**config.mk**
```make
export PLATFORM = sky130hd
export DESIGN_NAME = i2s_receiver
export DESIGN_NICKNAME = d
export VERILOG_FILES = /design/src/rtl/i2s_receiver.sv
export SDC_FILE = /design/constraint.sdc
export NUM_CORES = 1
export LEC_CHECK = 0
export CELL_PAD_IN_SITES_DETAIL_PLACEMENT = 1
export CELL_PAD_IN_SITES_GLOBAL_PLACEMENT = 2
export CORE_MARGIN = 2
export CORE_UTILIZATION = 36
export CTS_BUF_LIST = sky130_fd_sc_hd__clkbuf_16
export CTS_CLUSTER_SIZE = 40
export DETAILED_ROUTE_END_ITERATION = 7
export PLACE_DENSITY_LB_ADDON = 0.1
export SYNTH_ARGS = -nofsm -noshare
export SYNTH_HDL_FRONTEND = slang
export SYNTH_SLANG_ARGS = --single-unit
export TNS_END_PERCENT = 1
```
**constraint.sdc**
```tcl
create_clock -name clk -period 2.4 [get_ports clk]
set_input_delay 0.48 -clock clk [delete_from_list [all_inputs] [get_ports clk]]
set_output_delay 0.48 -clock clk [all_outputs]
set_load 0.02 [all_outputs]
```
**src/rtl/i2s_receiver.sv**
```systemverilog
// Philips I2S receiver: synchronizes the bit clock, word select and data into clk,
// tracks slot boundaries and presents left/right frames on a valid/ready handshake.
module i2s_receiver #(
  parameter int NUM_BITS    = 24,
  parameter int SYNC_STAGES = 2,
  parameter int TIMEOUT     = 1024
) (
  input  logic                clk,
  input  logic                rst,
  input  logic                s_clk,
  input  logic                word_select,
  input  logic                serial_data,
  output logic [NUM_BITS-1:0] left_out,
  output logic [NUM_BITS-1:0] right_out,
  output logic                out_valid,
  input  logic                out_ready,
  output logic                locked,
  output logic                overflow,
  input  logic                ovf_clr
);

  localparam int CW = $clog2(NUM_BITS + 1);
  localparam int TW = $clog2(TIMEOUT + 1);
  localparam logic [CW-1:0] LAST_POS = CW'(NUM_BITS - 1);

  typedef enum logic [1:0] {UNLOCKED, LEFT, RIGHT} state_t;

  logic [SYNC_STAGES-1:0] sclk_sync, ws_sync, sd_sync;
  logic                   sclk_prev, bit_stb, ws_bit, sd_bit;
  logic                   ws_prev, last_ch, ch, boundary, commit;
  logic [CW-1:0]          bit_cnt;
  logic [TW-1:0]          to_cnt;
  logic [NUM_BITS-1:0]    shreg, hold_left;
  state_t                 state;

  // NOTE: sequential state uses non-blocking assignments so every flop samples
  // pre-edge values; blocking here would collapse the synchronizer chain.
  always_ff @(posedge clk) begin
    if (rst) begin
      sclk_sync <= '0;
      ws_sync   <= '0;
      sd_sync   <= '0;
      sclk_prev <= 1'b0;
      bit_stb   <= 1'b0;
      ws_bit    <= 1'b0;
      sd_bit    <= 1'b0;
    end else begin
      sclk_sync <= {sclk_sync[SYNC_STAGES-2:0], s_clk};
      ws_sync   <= {ws_sync[SYNC_STAGES-2:0], word_select};
      sd_sync   <= {sd_sync[SYNC_STAGES-2:0], serial_data};
      sclk_prev <= sclk_sync[SYNC_STAGES-1];
      bit_stb   <= sclk_sync[SYNC_STAGES-1] & ~sclk_prev;
      ws_bit    <= ws_sync[SYNC_STAGES-1];
      sd_bit    <= sd_sync[SYNC_STAGES-1];
    end
  end

  // The channel of the current bit is WS from the previous bit (one-bit I2S delay).
  always_comb begin
    ch       = ws_prev;
    boundary = (ch != last_ch);
    commit   = bit_stb && boundary && !ch && (state == RIGHT);
  end

  always_ff @(posedge clk) begin
    if (rst) begin
      ws_prev   <= 1'b0;
      last_ch   <= 1'b0;
      bit_cnt   <= '0;
      to_cnt    <= '0;
      shreg     <= '0;
      hold_left <= '0;
      state     <= UNLOCKED;
      locked    <= 1'b0;
    end else if (bit_stb) begin
      to_cnt  <= '0;
      ws_prev <= ws_bit;
      last_ch <= ch;
      if (boundary) begin
        shreg   <= {sd_bit, {(NUM_BITS-1){1'b0}}};
        bit_cnt <= CW'(1);
      end else if (bit_cnt < CW'(NUM_BITS)) begin
        shreg[LAST_POS - bit_cnt] <= sd_bit;
        bit_cnt                   <= bit_cnt + 1'b1;
      end
      if (boundary) begin
        case (state)
          UNLOCKED: if (!ch) begin
            state  <= LEFT;
            locked <= 1'b1;
          end
          LEFT: if (ch) begin
            hold_left <= shreg;
            state     <= RIGHT;
          end
          RIGHT: if (!ch) state <= LEFT;
          default: begin
            state  <= UNLOCKED;
            locked <= 1'b0;
          end
        endcase
      end
    end else if (to_cnt == TW'(TIMEOUT)) begin
      state  <= UNLOCKED;
      locked <= 1'b0;
    end else begin
      to_cnt <= to_cnt + 1'b1;
    end
  end

  // A commit that meets a full, un-accepted output buffer is dropped and flagged.
  always_ff @(posedge clk) begin
    if (rst) begin
      left_out  <= '0;
      right_out <= '0;
      out_valid <= 1'b0;
      overflow  <= 1'b0;
    end else begin
      if (commit && (!out_valid || out_ready)) begin
        left_out  <= hold_left;
        right_out <= shreg;
        out_valid <= 1'b1;
      end else if (out_ready) begin
        out_valid <= 1'b0;
      end
      if (commit && out_valid && !out_ready) overflow <= 1'b1;
      else if (ovf_clr)                      overflow <= 1'b0;
    end
  end

endmodule

```
==> reports/metrics.csv <==
stage,metric,value,unit
outcome,status,finished clean,
clocking,worstSkewPairLatency,0.42,ns
clocking,cts-root-buf,clkbuf_16,
critical_path,crit_arrival,1.41,ns
placed_design,gp_congestion,0.809,
sta,worst_slack,0.511,ns
sta,fmax,529,MHz
floorplanning,die_h,124,um
yosys,synth_xor_area_frac,0.0167,
sta,setup_viol,0,
cells_and_area,nets,656,
yosys,netlist_instances,597,
critical_path,cp.required,1.92,ns
sta,finalSetupTns,0,ns
critical_path,crit_cells,1,
global_route,antenna_found_initial,0,
yosys,synth-edff-count,0,
sta,rsz0062_at_grt,false,
sta,period_minus_slack,1.89,ns
route,vias,4249,
run,drv_cap,0,
floorplanning,coreArea,13900,um2
yosys,synth_fp_nets,613,
clocking,ctsHoldBuffers,0,
yosys,ys.flop_type,dfxtp_1,
critical_path,crit_buf_inv,1,
critical_path,cp_slowest_cell,clkdlybuf4s50_1,
yosys,synth_top_family_by_area,simple AND/OR/NAND/NOR gates,
pwr,p_leak,0.00222,uW
critical_path,r2r_cells,4,
cells_and_area,area_growth,23.3,%
global_route,grt_util_met3,0.0536,
pwr,powerDensity,750,nW/um2
critical_path,path_cells,clkdlybuf4s50_1,
global_route,grt_pass1_vias,4322,
global_route,gr-usage-met1,0.216,
route,drtPass1Iterations,4,
clocking,cts_setup_buffers,0,
yosys,synth.avg_cell_area,8.67,um2
yosys,synth-compound-area-share,0.157,
yosys,synthMuxAreaShare,0.0235,
placed_design,preCtsSetupSlack,0.609,ns
floorplanning,initial_utilization,0.371,
global_route,gr-max-usage-layer,met2,
yosys,netlist_area,5170,um2
critical_path,cp_slowest_stage_delay,0.62,ns
sta,finalHoldViolCount,0,
yosys,synth_fa_ha_area_frac,0.0218,
sta,slew_violations,0,
clocking,numCtsBuffers,17,
yosys,synth-async-reset-ratio,0,
critical_path,path_delay_family,buffers and inverters,
critical_path,crit_type,reg -> out,
yosys,ys_ff_latch,129,
sta,tightest_slew,0.738,ns
global_route,grt_start_max_net_pins,49,
critical_path,cp-end-kind,output pin,
yosys,yosysWarnings,0,
global_route,grt_overflow,0,
placed_design,numPortBuffers,57,
pwr,ir_drop,0.514,mV
route,drt_wl_total,13.0,mm
clocking,clock_path_buffers,2,
route,drc,0,
global_route,grt_use_met2,0.308,
clocking,tritoncts,built,
floorplanning,die_w,124,um
hold_path,hold_depth,1,
route,wire_per_inst,15.6,um
global_route,grt_pass1_wl,21.3,mm
clocking,h-tree-depth,4,
yosys,synthSimpleGateAreaFrac,0.223,
sta,fin_crit_sh,0.787,
critical_path,cp_max_fo,2,
critical_path,critPathLaunchType,flop,
global_route,grt.total_usage,0.181,
placed_design,dpl.hpwl,8.71,mm
route,drtIter0Drc,183,
sta,holdWs,0.391,ns
sta,fin_worst_skew,0.00683,ns
cells_and_area,final_layout_size_suffix_gt1_frac,0.0827,
clocking,cts_sinks,129,
pwr,power,4790,uW
floorplanning,rows,43,
cells_and_area,antenna_cells,0,
yosys,synth.distinct_cells,54,
floorplanning,io_pins,58,
hold_path,hold_path.class,reg -> reg,
clocking,cts_repair_resize_count,0,
sta,slew_headroom,0.507,
yosys,seq_area_frac_synth,0.499,
route,antenna_left,0,
floorplanning,dieArea,15400,um2
route,viasPerCell,5.10,
clocking,clkTransAtPathRegs,0.05,ns
## synth_stat cells (all sizes together) (2+ instances only)
| master | count | area (um2) |
|---|---|---|
| ha | 9 | 113 |
| o211ai | 4 | 35.0 |
| o21ai | 5 | 25.0 |
| clkbuf | 17 | 65.1 |
| dfxtp | 129 | 2580 |
| nor3b | 4 | 35.0 |
| buf | 28 | 213 |
| a22oi | 4 | 30.0 |
| a31oi | 12 | 75.1 |
| and3b | 2 | 17.5 |
| o21a | 3 | 22.5 |
| nand3b | 3 | 22.5 |
| nor3 | 4 | 20.0 |
| nand4 | 4 | 25.0 |
| nor4b | 2 | 17.5 |
| xnor2 | 3 | 26.3 |
| o2bb2a | 2 | 40.0 |
| nand3 | 12 | 60.1 |
| or3 | 3 | 18.8 |
| xor2 | 6 | 60.1 |
| and3 | 3 | 18.8 |
| nor2 | 32 | 123 |
| nand2 | 155 | 584 |
| nor2b | 17 | 109 |
| inv | 7 | 26.3 |
| nor4 | 2 | 12.5 |
| o31ai | 2 | 15.0 |
| mux2i | 11 | 110 |
| a21oi | 90 | 465 |
| nand4b | 3 | 47.5 |
| nand2b | 2 | 12.5 |
| a32oi | 10 | 87.6 |
## path summary, 6_finish.rpt
kind	startpoint	end	slack, ns
min	sclk_prev	bit_stb	0.39
min reg2reg	sclk_prev	bit_stb	0.39
max	left_out[12]	left_out[12]	0.51
max reg2reg	bit_cnt[4]	shreg[4]	0.57
## flip-flops by register name, indices dropped and copies added, names as in the netlist, 2 cells and up
name and cells:
to_cnt 11, left_out 24, right_out 24, ws_sync 2, sd_sync 2, hold_left 24, state 2, bit_cnt 5
sclk_sync 2, shreg 24
## report_power, final
part | total (uW) | switching (uW) | leakage [uW] | internal [uW]
registers | 2170 | 10.6 | 0.00104 | 2150
clock network | 2520 | 920 | 0.000289 | 1600
logic | 98.6 | 66.0 | 0.000887 | 32.5
## placed cells by master (no fill, tap or decap), types with 4 or more instances in the layout
cell type,Yosys,final
clkdlybuf4s50_1,0,56
a32oi_1,10,10
nand4_1,4,4
nand2_1,154,154
clkbuf_16,0,17
a22oi_1,4,4
buf_4,7,11
nor3_1,4,4
a31oi_1,12,12
o21ai_0,4,4
ha_1,9,9
nand3_1,12,12
xor2_1,5,5
a21oi_1,88,88
inv_1,7,10
mux2i_1,11,11
dfxtp_1,129,129
nor2_1,31,31
nor2b_1,16,16
## metrics by stage
| stage | std cells | cell area, um2 | utilization |
|---|---|---|---|
| after global placement | 801 | 5810 | 0.417 |
| after detailed placement | 801 | 5810 | 0.417 |
| final | 833 | 6380 | 0.458 |
| after CTS | 833 | 6380 | 0.458 |
| after floorplan | 597 | 5170 | - |
| after global routing | 833 | 6380 | 0.458 |
## layout make-up
cell class                      count  area, um2
Tap cell                          180        225
Clock buffer                       17        425
Timing Repair Buffer               69        683
Fill cell                        1630       7550
Sequential cell                   129       2580
Multi-Input combinational cell    416       2290
Clock inverter                     15        151
Inverter                            7       26.3
## layer usage
metal,part of all wire,up-vias
li1,-,2108
met1,0.46,2061
met2,0.49,64
met3,0.037,16
met4,0.013,0
met5,0,-
## cells by family (layout without fill, tap and decap cells)
group           after synthesis  in the layout
compound gates              134            134
xor+xnor                      9              9
fa+ha+maj                     9              9
buf+inv                      52            108
flops                       129            129
mux                          12             12
simple gates                252            252
No activity file was read; power rests on OpenSTA's default activity.
